<file path="config.mk">
export PLATFORM = sky130hd
export DESIGN_NAME = interrupt_request_controller
export DESIGN_NICKNAME = d
export VERILOG_FILES = /design/src/rtl/interrupt_request_controller.sv
export SDC_FILE = /design/constraint.sdc
export NUM_CORES = 1
export LEC_CHECK = 0
export CAP_MARGIN = 10
export CORE_MARGIN = 5
export CORE_UTILIZATION = 41
export DETAILED_ROUTE_END_ITERATION = 8
export PLACE_DENSITY = 0.83
export SKIP_CTS_REPAIR_TIMING = 1
export SLEW_MARGIN = 0
export SYNTH_ARGS = -nofsm -noshare
export SYNTH_HDL_FRONTEND = slang
export SYNTH_SLANG_ARGS = --single-unit
export TNS_END_PERCENT = 20
</file>
<file path="constraint.sdc">
create_clock -name clk -period 2.2 [get_ports clk]
set_clock_uncertainty 0.15 [all_clocks]
set_input_delay 0.44 -clock clk [delete_from_list [all_inputs] [get_ports clk]]
set_output_delay 0.44 -clock clk [all_outputs]
set_load 0.01 [all_outputs]
</file>
<file path="src/rtl/interrupt_request_controller.sv">
// Interrupt request controller: edge capture, masking, fixed priority and a guarded service handshake
// in front of the jump control block. Define IRQ_SYNC_EN to add a 2-flop synchroniser on each irq_in line.
module interrupt_request_controller #(
    parameter int                 NUM_SRC   = 4,
    parameter int                 GUARD_CYC = 2,
    parameter logic [NUM_SRC-1:0] MASK_RST  = {NUM_SRC{1'b1}}
) (
    input  logic               clk,
    input  logic               reset,
    input  logic [NUM_SRC-1:0] irq_in,
    input  logic [23:0]        ins,
    input  logic               mask_wr,
    input  logic [NUM_SRC-1:0] mask_data,
    output logic               interrupt,
    output logic [2:0]         int_src_id,
    output logic               in_service,
    output logic [NUM_SRC-1:0] pending
);

    localparam int GW = (GUARD_CYC < 1) ? 1 : $clog2(GUARD_CYC + 1);

    typedef enum logic [1:0] {
        IDLE,
        ARM,
        SERVICE,
        GUARD
    } state_t;

    state_t             state;
    logic [GW-1:0]      guard_cnt;
    logic [NUM_SRC-1:0] mask;
    logic [NUM_SRC-1:0] irq_synced;
    logic [NUM_SRC-1:0] irq_prev_p2;
    logic [NUM_SRC-1:0] irq_rise;
    logic [NUM_SRC-1:0] eligible;
    logic [NUM_SRC-1:0] grant_vec;
    logic [2:0]         win_id;
    logic               grant;
    logic               is_ret;
    logic               unused_ins;

    function automatic logic [2:0] lowest_index(input logic [NUM_SRC-1:0] v);
        logic [2:0] idx;
        idx = '0;
        for (int i = NUM_SRC - 1; i >= 0; i--) begin
            if (v[i]) idx = 3'(i);
        end
        return idx;
    endfunction

`ifdef IRQ_SYNC_EN
    logic [NUM_SRC-1:0] irq_sync_p0;
    logic [NUM_SRC-1:0] irq_sync_p1;

    // Stage p0/p1: metastability synchroniser for asynchronous sources
    always_ff @(posedge clk or negedge reset) begin
        if (!reset) begin
            irq_sync_p0 <= '0;
            irq_sync_p1 <= '0;
        end else begin
            irq_sync_p0 <= irq_in;
            irq_sync_p1 <= irq_sync_p0;
        end
    end

    assign irq_synced = irq_sync_p1;
`else
    assign irq_synced = irq_in;
`endif

    // Stage p2: previous level for rising-edge detection
    always_ff @(posedge clk or negedge reset) begin
        if (!reset) begin
            irq_prev_p2 <= '0;
        end else begin
            irq_prev_p2 <= irq_synced;
        end
    end

    assign irq_rise   = irq_synced & ~irq_prev_p2;
    assign eligible   = pending & mask;
    assign win_id     = lowest_index(eligible);
    // Grants are held off while any control transfer sits in decode so the saved return address stays valid
    assign grant      = (state == IDLE) && (|eligible) && !ins[23];
    assign grant_vec  = grant ? (NUM_SRC'(1) << win_id) : '0;
    assign is_ret     = (ins[23:19] == 5'b10000);
    assign unused_ins = ^ins[18:0];

    always_ff @(posedge clk or negedge reset) begin
        if (!reset) begin
            mask <= MASK_RST;
        end else if (mask_wr) begin
            mask <= mask_data;
        end
    end

    // A fresh edge on the granted source re-arms it in the same cycle
    always_ff @(posedge clk or negedge reset) begin
        if (!reset) begin
            pending <= '0;
        end else begin
            pending <= (pending & ~grant_vec) | irq_rise;
        end
    end

    always_ff @(posedge clk or negedge reset) begin
        if (!reset) begin
            state      <= IDLE;
            interrupt  <= 1'b0;
            in_service <= 1'b0;
            int_src_id <= '0;
            guard_cnt  <= '0;
        end else begin
            case (state)
                IDLE: begin
                    if (grant) begin
                        state      <= ARM;
                        interrupt  <= 1'b1;
                        in_service <= 1'b1;
                        int_src_id <= win_id;
                    end
                end
                ARM: begin
                    state     <= SERVICE;
                    interrupt <= 1'b0;
                end
                SERVICE: begin
                    if (is_ret) begin
                        state      <= GUARD;
                        in_service <= 1'b0;
                        guard_cnt  <= GW'(GUARD_CYC);
                    end
                end
                GUARD: begin
                    if (guard_cnt == '0) begin
                        state <= IDLE;
                    end else begin
                        guard_cnt <= guard_cnt - 1'b1;
                    end
                end
                default: begin
                    state      <= IDLE;
                    interrupt  <= 1'b0;
                    in_service <= 1'b0;
                end
            endcase
        end
    end

endmodule

</file>
==> out/qor.txt, run 1 <==
status: completed
DRC viols: 0
post-synthesis xor/xnor area fraction: 0%
Final Routed Wirelength: 2142 um
dominant cell type by area after synthesis: dfrtp_1
combinational share of power: 47.9%
worst hold path class: reg -> reg
Period minus WS final: 1.924 ns
detailed placer's ending HPWL: 1667 um
crit start category: input port
core area: 2255 sq um
slowest cell delay on critical path: 0.45 ns
Vias per Instance: 5.199
switching fraction of total power: 35.22%
All-Layer GR Usage: 14.25%
CTS sink cnt: 20
pwr dens: 1124 nW/um^2
Worst Path Max Fanout: 2
vias in the first global route: 846
Compound-Gate Fraction of Synth Area: 18.03%
post-synthesis mux area share: 7.062%
Max Cap Viol: 0
Avg Cell Area, Syn: 11.28 sq um
initial drt markers: 6
CTS tree: yes
clock latency on the worst-skew pair: 0.30 ns
Die ar.: 3504 sq um
critical path's slowest cell: clkdlybuf4s50_1
Internal: 0.9584 mW
area of the multi-input gates: 445.4 sq um
height of the die: 59.20 um
first-pass GRT wire length: 3774 um
VDD IR max: 642.8 uV
clock root cell: clkbuf_4
Final Slew Violations: 0
Initial Util: 44.01%
register area: 505.5 sq um
combinational family with the most area after synthesis: compound AO/OA/AOI/OAI gates
Final nets: 160
crit path buf inv count: 1
Tcrit/Tclk final: 87.45%
clock buffer depth: 2
sequential share of the synthesized area: 50.95%
total congestion overflow: 0
top area cells in the synthesized netlist: dfrtp_1 40%, dfstp_2 11%, ha_1 7.6%
Routability Congestion: 0.6789
Lkg Pwr: 0.6111 nW
Row Count: 17
DR WL/cell: 14.67 um
Vias: 759
Core Util, Final: 58.38%
most frequent cells in the layout: 23 x clkdlybuf4s50_1, 16 x dfrtp_1, 9 x inv_1, 9 x nand2_1, 7 x a21oi_1
critical setup path kind: in -> reg
CP cell instances: clkdlybuf4s50_1, nor4_4, nand2_2, a221oi_4, mux2_4
initial antenna violation count: 0
H-tree Lvls: 1
Mapped Area: 992.2 sq um
I/O pin cnt: 44
remaining antenna violation count after routing: 0
synth warn: 0
total CTS buffers: 3
# diodes: 0
IO Port Bufs: 23
crit path DAT: 1.97 ns
Setup violations, final: 0
Clock Power Share: 14.4%
First-pass DRT Iterations: 4
Fill cells: 209
share of cells above drive strength 1: 17.80%
Critical Path RT: 2.25 ns
post-synth top area share: 40.35%
Synth Area in Simple Gates: 11.85%
post-synthesis adder-cell area fraction: 7.566%
RSZ-0062 raised after global routing: no
Worst Setup End Kind: flip-flop
sequential power share: 37.7%
DP Area: 1280 sq um
largest net degree at the start of global routing: 21
achievable clock frequency: 519.8 MHz
reg2reg setup slack: 0.44 ns
Die W: 59.20 um
final hold viol count: 0
delay-heaviest family, CP: buffers and inverters
Synth Register Bits: 20
most common cell after layout, fill and taps aside: clkdlybuf4s50_1
Clock Pin Slew Worst Setup and Hold Paths: 0.11 ns
Syn Inst Count: 88
Cell variety after synth: 30
Area Overhead vs Synth: 32.66%
post-place setup slack: -0.05472 ns
Net Sw Power: 0.5211 mW
Worst Slack Setup Final: 0.2761 ns
Mapped Nets: 129
cell area after layout: 1316 sq um
==> kinds of logic (layout without fill, tap and decap cells) <==
| group | after synthesis | after routing |
|---|---|---|
| compound gates | 24 | 24 |
| fa+ha+maj | 6 | 6 |
| buf+inv | 10 | 40 |
| flops | 20 | 20 |
| mux | 6 | 6 |
| other cells | 1 | 1 |
| simple gates | 21 | 21 |
==> power by group through the flow <==
| stage | sequential (mW) | clock (mW) | combinational [mW] |
|---|---|---|---|
| 6_report | 0.558 | 0.213 | 0.708 |
| 5_1_grt | 0.572 | 0.237 | 0.785 |
| 4_1_cts | 0.557 | 0.216 | 0.719 |
| 3_5_place_dp | 0.564 | 0 | 0.707 |
| 3_3_place_gp | 0.556 | 0 | 0.667 |
| 2_1_floorplan | 0.569 | 0 | 0.423 |
==> final cells by class <==
| type | count | area share, % |
|---|---|---|
| clock buffer | 4 | 2.757 |
| timing repair buffer | 27 | 19.77 |
| tap | 28 | 2.662 |
| inverter | 9 | 2.567 |
| multi-input combinational | 58 | 33.84 |
| sequential | 20 | 38.40 |
==> state kept, by name, indices dropped and copies added (netlist names) <==
register / count
int_src_id: 2
state: 2
in_service: 1
interrupt: 1
pending: 4
irq_prev_p2: 4
guard_cnt: 2
mask: 4
==> path summary, 6_finish.rpt <==
| check | from | cells past startpoint | endpoint |
|---|---|---|---|
| max | ins[20] | 5 | state[1] |
| min | irq_prev_p2[1] | 1 | pending[1] |
| max reg2reg | mask[1] | 4 | state[1] |
| min reg2reg | irq_prev_p2[1] | 1 | pending[1] |
| max in group asynchronous | reset | 2 | mask[2] |
| min in group asynchronous | reset | 2 | pending[0] |
==> metrics by stage <==
step / hold WS (ns) / TNS (ns) / power [mW] / cells
after detailed placement: 0.2675 / -0.09870 / 1.271 / 142
after global placement: 0.2537 / -0.03079 / 1.223 / 142
after floorplan: -0.005591 / 0 / 0.9922 / 88
final: 0.2772 / 0 / 1.479 / 146
after global routing: 0.3033 / 0 / 1.594 / 146
after CTS: 0.2833 / 0 / 1.492 / 146
==> routing by layer <==
metal	vias to the layer above	GRT usage [%]	routed length, um	part of all wire (%)
met5	-	0	0	0
met1	363	17.45	934	44
met4	0	8.091	63	2.9
met2	20	23.24	1080	50
met3	8	2.614	64	3.0
li1	368	-	-	-
==> cells in the mapped netlist <==
master,number
a211o_1,1
and3b_1,1
o22ai_1,3
dfstp_2,4
inv_1,9
nand3_1,2
mux2i_1,1
conb_1,1
a21o_1,2
ha_1,6
nand4_1,1
nor2b_1,1
mux2_4,1
dfrtp_1,16
a21boi_0,1
a21bo_2,1
nand2_1,9
a21oi_1,7
nand2_2,1
a221oi_4,1
nor4_4,1
and2b_1,1
a22oi_1,2
buf_4,1
nor2_1,3
nand2b_1,1
o21ai_0,3
a22o_1,2
mux2_2,4
a32o_1,1
No activity file was read; power rests on OpenSTA's default activity.
==> run 2, diff against run 1 <==
- CORE_MARGIN: 5 -> 2
- SLEW_MARGIN: 0 -> 20
==> run 2 against run 1 <==
Power is 0.89% lower. Worst hold slack worse by 0.0024 ns. Critical endpoint unchanged. Worst setup slack better by 0.022 ns. Die area is 19% lower. Sequential share of layout area stayed put. Maximum frequency is 1.1% higher. Clock power hardly changed. First-iteration DRC count is 50% higher.
==> out/qor.txt, run 2 (synthesized netlist as in run 1, its figures left out) <==
status: completed
clock buffer depth: 2 (unchanged)
Period minus WS final: 1.902 ns (-0.02151 ns)
DRC viols: 0 (unchanged)
Worst Min Path Start: irq_prev_p2[0]
height of the die: 53.20 um (-10%)
share of cells above drive strength 1: 17.80% (unchanged)
Vias: 739 (-2.6%)
core area: 2255 sq um (unchanged)
total congestion overflow: 0 (unchanged)
Setup violations, final: 0 (unchanged)
Worst Reg-to-Reg Cells: 4 (unchanged)
Worst Setup End Kind: flip-flop
Die ar.: 2830 sq um (-19%)
I/O pin cnt: 44 (unchanged)
H-tree Lvls: 1 (unchanged)
pwr dens: 1114 nW/um^2 (-0.89%)
All-Layer GR Usage: 16.73% (+2.5 points)
Initial Util: 44.01% (unchanged)
RSZ-0062 raised after global routing: no
Vias per Instance: 5.062 (-2.6%)
hold path cells: 1 (unchanged)
Total Power: 1.466 mW (-0.89%)
crit path DAT: 1.95 ns (-0.02 ns)
clock latency on the worst-skew pair: 0.30 ns (about the same)
Final Routed Wirelength: 1976 um (-7.7%)
Lkg Pwr: 0.6111 nW (unchanged)
remaining antenna violation count after routing: 0 (unchanged)
Final nets: 160 (unchanged)
reg-to-reg startpoint: mask[1]
most common cell after layout, fill and taps aside: clkdlybuf4s50_1
CTS sink cnt: 20 (unchanged)
clock root cell: clkbuf_4
Routability Congestion: 0.6971 (+2.7%)
vias in the first global route: 820 (-3.1%)
DP Area: 1280 sq um (unchanged)
Core Util, Final: 58.38% (unchanged)
achievable clock frequency: 525.7 MHz (+1.1%)
cell area after layout: 1316 sq um (unchanged)
Worst Path Max Fanout: 2 (unchanged)
Largest regs: irq_prev_p2 (4), mask (4), pending (4)
IO Port Bufs: 23 (unchanged)
first-pass GRT wire length: 3325 um (-12%)
First-pass DRT Iterations: 4 (unchanged)
post-place setup slack: -0.03764 ns (+0.01708 ns)
Clock Pin Slew Worst Setup and Hold Paths: 0.11 ns (about the same)
crit start category: input port
Area Overhead vs Synth: 32.66% (unchanged)
largest net degree at the start of global routing: 21 (unchanged)
critical setup path kind: in -> reg
reg2reg setup slack: 0.44 ns (about the same)
initial antenna violation count: 0 (unchanged)
WHS: 0.2748 ns (-0.002414 ns)
CTS tree: yes
Tcrit/Tclk final: 86.47% (-0.98 points)
total CTS buffers: 3 (unchanged)
Final Slew Violations: 0 (unchanged)
hold-critical path endpoint: pending[0]
most frequent cells in the layout: 23 x clkdlybuf4s50_1, 16 x dfrtp_1, 9 x inv_1, 9 x nand2_1, 7 x a21oi_1
Die W: 53.20 um (-10%)
Critical Path RT: 2.25 ns (about the same)
final hold viol count: 0 (unchanged)
worst hold path class: reg -> reg
VDD IR max: 451.5 uV (-30%)
detailed placer's ending HPWL: 1546 um (-7.3%)
initial drt markers: 9 (+3)
Worst Slack Setup Final: 0.2976 ns (+0.02151 ns)
reg-to-reg endpoint: state[1]
Max Cap Viol: 0 (unchanged)
# diodes: 0 (unchanged)
Row Count: 17 (unchanged)
DR WL/cell: 13.53 um (-7.7%)
run 2: worst max path at each step:
stage,from,endpoint,slack [ns]
2_1_floorplan,ins[20],state[1],0.47
3_3_place_gp,ins[20],state[1],-0.02
3_5_place_dp,ins[20],state[0],-0.04
4_1_cts,ins[20],state[0],0.29
5_1_grt,ins[20],state[0],0.21
6_report,ins[20],state[1],0.30
run 2: critical path: stages:
cell and delay, ns:
clkdlybuf4s50_1 0.45, nor4_4 0.29, nand2_2 0.11, a221oi_4 0.33, mux2_4 0.33
run 2: final cells by class:
class,instances,area [sq um]
multi-input combinational,58,445.4
inverter,9,33.78
clock buffer,4,36.28
tap,28,35.03
sequential,20,505.5
timing repair buffer,27,260.3
fill,207,938.4
run 2: stage by stage:
step / setup TNS [ns] / std cells
2_1_floorplan: 0 / 88
4_1_cts: 0 / 146
6_report: 0 / 146
3_3_place_gp: -0.02350 / 142
3_5_place_dp: -0.08862 / 142
5_1_grt: 0 / 146
run 2: where the power goes:
group / leakage, nW / total (mW) / switching [mW] / internal [mW]
Combinational: 0.367 / 0.697 / 0.318 / 0.379
Clock: 0.0210 / 0.213 / 0.112 / 0.101
Sequential: 0.223 / 0.557 / 0.0812 / 0.476
Total: 0.611 / 1.47 / 0.511 / 0.956
run 2: layer usage:
layer  wire (um)  vias up  GRT usage, %
li1            -      367             -
met5           0        -             0
met3          67        4         2.825
met1         868      354         18.46
met2        1004       14         29.79
met4          35        0         9.829
==> run 3, diff against run 2 <==
- RECOVER_POWER: unset -> 25
==> run 3 against run 2 <==
Clock power about the same. Non-clock buffer count stayed put. Power is 0.19% lower. Critical path depth did not move. Sequential cell count unchanged. Critical endpoint unchanged. Wire length fell by 0.25%. Worst hold slack about the same. Combinational power is essentially flat. First-iteration DRC count unchanged. Worst setup slack barely moved.
==> out/qor.txt, run 3 (synthesized netlist as in run 1, its figures left out) <==
Routability Congestion: 0.6971 (unchanged)
placed cell count: 142 (unchanged)
DP Area: 1280 sq um (unchanged)
crit start category: input port
Largest regs: irq_prev_p2 (4), mask (4), pending (4)
detailed placer's ending HPWL: 1546 um (unchanged)
Period minus WS final: 1.902 ns (-0.000005000 ns)
All-Layer GR Usage: 16.73% (unchanged)
Fill cells: 209 (+0.97%)
total congestion overflow: 0 (unchanged)
Critical Path RT: 2.25 ns (about the same)
# diodes: 0 (unchanged)
Final Routed Wirelength: 1971 um (-0.25%)
height of the die: 53.20 um (unchanged)
Vias per Instance: 5.062 (unchanged)
remaining antenna violation count after routing: 0 (unchanged)
H-tree Lvls: 1 (unchanged)
share of cells above drive strength 1: 16.95% (-0.85 points)
post-place setup slack: -0.03764 ns (unchanged)
initial antenna violation count: 0 (unchanged)
worst rel slew slack: 26.13%
IO Port Bufs: 23 (unchanged)
cell area after layout: 1313 sq um (-0.28%)
final hold viol count: 0 (unchanged)
Core Util, Final: 58.21% (-0.17 points)
Max Cap Viol: 0 (unchanged)
DRC viols: 0 (unchanged)
core area: 2255 sq um (unchanged)
vias in the first global route: 820 (unchanged)
setup TNS: 0 ns (unchanged)
Initial Util: 44.01% (unchanged)
Final nets: 160 (unchanged)
worst hold path class: reg -> reg
CTS tree: yes
critical path's slowest cell: clkdlybuf4s50_1
Die W: 53.20 um (unchanged)
Die ar.: 2830 sq um (unchanged)
status: completed
crit path DAT: 1.95 ns (about the same)
Total Power: 1.464 mW (-0.19%)
Area Overhead vs Synth: 32.28%
most frequent cells in the layout: 18 x clkdlybuf4s50_1, 16 x dfrtp_1, 9 x inv_1, 9 x nand2_1, 7 x a21oi_1
CP cell instances: clkdlybuf4s50_1, nor4_4, nand2_2, a221oi_4, mux2_4
slowest cell delay on critical path: 0.45 ns (about the same)
Clock Pin Slew Worst Setup and Hold Paths: 0.11 ns (about the same)
critical setup path kind: in -> reg
Final Slew Violations: 0 (unchanged)
RSZ-0062 raised after global routing: no
DR WL/cell: 13.50 um (-0.25%)
final std cells w/o fill: 146 (unchanged)
achievable clock frequency: 525.7 MHz (about the same)
Worst Path Max Fanout: 2 (unchanged)
Worst Slack Setup Final: 0.2976 ns (+0.000005000 ns)
total CTS buffers: 3 (unchanged)
most common cell after layout, fill and taps aside: clkdlybuf4s50_1
Setup violations, final: 0 (unchanged)
largest net degree at the start of global routing: 21 (unchanged)
First-pass DRT Iterations: 4 (unchanged)
clock root cell: clkbuf_4
Least-Margin Pin Slew: 1.108 ns
first-pass GRT wire length: 3325 um (unchanged)
pwr dens: 1115 nW/um^2 (about the same)
Vias: 739 (unchanged)
I/O pin cnt: 44 (unchanged)
initial drt markers: 9 (unchanged)
VDD IR max: 449.8 uV (-0.38%)
Row Count: 17 (unchanged)
WHS: 0.2748 ns (+0.000001000 ns)
Lkg Pwr: 0.6088 nW (-0.38%)
Tcrit/Tclk final: 86.47% (about the same)
CTS sink cnt: 20 (unchanged)
clock latency on the worst-skew pair: 0.30 ns (about the same)
clock buffer depth: 2 (unchanged)
Worst Setup End Kind: flip-flop
==> run 3: cell types whose count changed in the layout (fill, tap and decap cells not counted) <==
cell and change:
clkdlybuf4s50_1 -5, buf_4 -1, clkbuf_1 +1, dlygate4sd3_1 +5
==> run 3: cell type report <==
cell class / instances / area [sq um] / share of cell area, %
clock buffers: 4 / 36.28 / 2.765
multi-input cells: 58 / 445.4 / 33.94
flip-flops and latches: 20 / 505.5 / 38.51
inverters: 9 / 33.78 / 2.574
well taps: 28 / 35.03 / 2.669
repair buffers: 27 / 256.5 / 19.54
==> run 3: report_power, final <==
group          internal, mW  switching (mW)
clock network         0.101           0.112
registers             0.476          0.0811
logic                 0.376           0.318
total                 0.953           0.511
==> run 3: critical path, delay by kind of cell <==
kind,cells,cell delay [ns]
buffers and inverters,1,0.45
and+or+nand+nor,2,0.40
AOI/OAI and AO/OA,1,0.33
muxes,1,0.33
==> run 3: path summary, 6_finish.rpt <==
kind	startpoint	to	slack (ns)	cells past startpoint
setup / recovery	ins[20]	state[1]	0.30	5
hold / removal	irq_prev_p2[0]	pending[0]	0.27	1
setup reg to reg	mask[1]	state[1]	0.44	4
hold reg to reg	irq_prev_p2[0]	pending[0]	0.27	1
max in group asynchronous	reset	guard_cnt[1]	0.54	2
min in group asynchronous	reset	pending[1]	0.70	2
==> run 3: per-layer routing <==
metal	track usage (%)	share of wire, %	up-vias
met5	0	0	-
met4	9.829	1.8	0
met3	2.825	3.4	4
met2	29.79	51	14
met1	18.46	44	354
li1	-	-	367
==> edit, RTL diff (flow settings as in run 3) <==
Change the parameter `NUM_SRC` from 4 to 6.
--- a/src/rtl/interrupt_request_controller.sv
+++ b/src/rtl/interrupt_request_controller.sv
@@ -3,3 +3,3 @@
 module interrupt_request_controller #(
-    parameter int                 NUM_SRC   = 4,
+    parameter int                 NUM_SRC   = 6,
     parameter int                 GUARD_CYC = 2,
Interface: changed (resized irq_in, mask_data and pending); port bits go from 44 to 50. The function was not compared with the original's and may differ.
==> edit against run 3 <==
  * Power increased by 14%
  * Worst setup slack got worse by 0.096 ns
  * Sequential cell count increased by 7
  * Area after synthesis increased by 27%
  * Design area increased by 27%
  * Cell count increased by 25%
  * Wire length increased by 28%
  * Global-route usage increased by 0.29 points
  * Largest power group unchanged
==> edit: results (changes against run 3) <==
crit path max fanout 4 (+2); share of cells above drive strength 1 20.13% (+3.2 points); Max Root-Sink Buffers 2 (unchanged); Reg2Reg Launch Point state[0]; hold wc startpoint irq_prev_p2[1]; gp weighted congestion 0.7216 (+3.5%); biggest regs irq_prev_p2 (6), mask (6), pending (6); clock transition at the registers of the reported paths 0.14 ns (+0.03 ns); Synth top cells by count dfrtp_1, inv_1; maximum VDD drop 0.3063 mV (-32%); Mapped Cells 110 (+25%); Final ANT Viol Nets 0 (unchanged); Max stage delay on crit path 0.42 ns (-0.03 ns); placed cell areas 1648 µm² (+29%); Port Buf Inserts 30 (+30%); internal reg-to-reg setup slack 0.20 ns (-0.24 ns); Critical Path AT 2.06 ns (+0.11 ns); Worst Reg-to-Reg Cells 7 (+3); first-pass GRT wire length 4567 µm (+37%); Hold Path Sink pending[1]; Fillers 269 (+29%); vias per cell 5.258 (+3.9%); synth warn 0 (unchanged); largest net degree at the start of global routing 28 (+33%); largest delay contributor family on the critical path flip-flops; Worst-Margin Slew 1.408 ns (+0.3003 ns); Seq/Total Area, Yosys 54.01% (+3.1 points); post-route cell area 1670 µm² (+27%); wire length per cell 13.91 µm (+3.1%); vias in the first global route 1035 (+26%); Unique masters post-synth 33 (+10%); Crit-path slowest cell dfrtp_1; syn nets 155 (+20%); type of the most critical hold path reg2reg; Pre-antenna DRT Iters 3 (-1); Area contributors post-synth dfrtp_1, dfstp_2, mux2_2; Synth Flop Type dfrtp_1; GRT Overall Usage 17.02% (+0.29 points); status finished, final reports clean; Detailed Place HPWL 2076 µm (+34%); Nets 195 (+22%); vias post-DR 957 (+29%); Yosys top cell area share 41.54% (+1.2 points); Initial DRC Count 30 (+21); Inst Count DP 178 (+25%); static leakage 0.7179 nW (+18%)
==> edit: changes by cell type after synthesis, sizes merged, moves of 3 or more <==
cell / change
inv: +3
o21ai: +6
dfrtp: +5
nand2: -3
mux2: +3
nor2: +5
==> edit: through the flow <==
stage	worst slack, ns	total power, mW	hold slack, ns
floorplan	0.3680	1.168	-0.005591
global placement	0.1471	1.421	0.2553
detailed placement	0.1116	1.485	0.2742
CTS	0.1934	1.690	0.2919
global route	0.04551	1.809	0.3088
finish	0.2017	1.675	0.2863
==> edit: layout make-up <==
class	count	area share, %
Sequential cell	27	40.90
Multi-Input combinational cell	70	31.91
Clock buffer	4	1.573
Timing Repair Buffer	36	20.45
Tap cell	33	2.472
Inverter	12	2.697
==> edit: report_power, final <==
group,switching (mW),total [mW],leakage [nW],internal (mW)
sequential,0.0977,0.718,0.297,0.620
combinational,0.360,0.752,0.406,0.392
clock,0.135,0.205,0.0150,0.0708
total,0.592,1.68,0.718,1.08
==> edit: worst max-delay path by stage <==
stage / from / to / slack, ns / cells past startpoint
floorplan: state[0] / state[1] / 0.37 / 7
global placement: ins[23] / int_src_id[0] / 0.15 / 5
detailed placement: ins[23] / int_src_id[0] / 0.11 / 5
CTS: state[0] / state[1] / 0.19 / 7
global route: reset / pending[0] / 0.05 / 2
finish: state[0] / state[1] / 0.20 / 7
==> edit: cells by family (layout without fill, tap and decap cells) <==
logic type / count (synthesis) / in the layout / share of synthesized area [%]
compound gates: 29 / 29 / 18.30
flops: 27 / 27 / 54.01
mux: 8 / 8 / 7.418
fa+ha+maj: 6 / 6 / 5.935
simple gates: 27 / 27 / 10.49
buf+inv: 13 / 52 / 3.857
==> edit: per-layer routing <==
metal  wire (µm)  GRT usage [%]
met3          92          2.838
met4          34          5.714
met5           0              0
met2        1444          33.44
met1         960          17.94
==> edit: worst register-to-register path, delay by kind of cell, from the launching register on <==
| family | cells | cell delay [ns] |
|---|---|---|
| DFF | 1 | 0.42 |
| and+or+nand+nor | 2 | 0.35 |
| muxes | 1 | 0.31 |
| AOI/OAI and AO/OA | 2 | 0.30 |
| adders and majority gates | 1 | 0.26 |
| buffers and inverters | 1 | 0.11 |
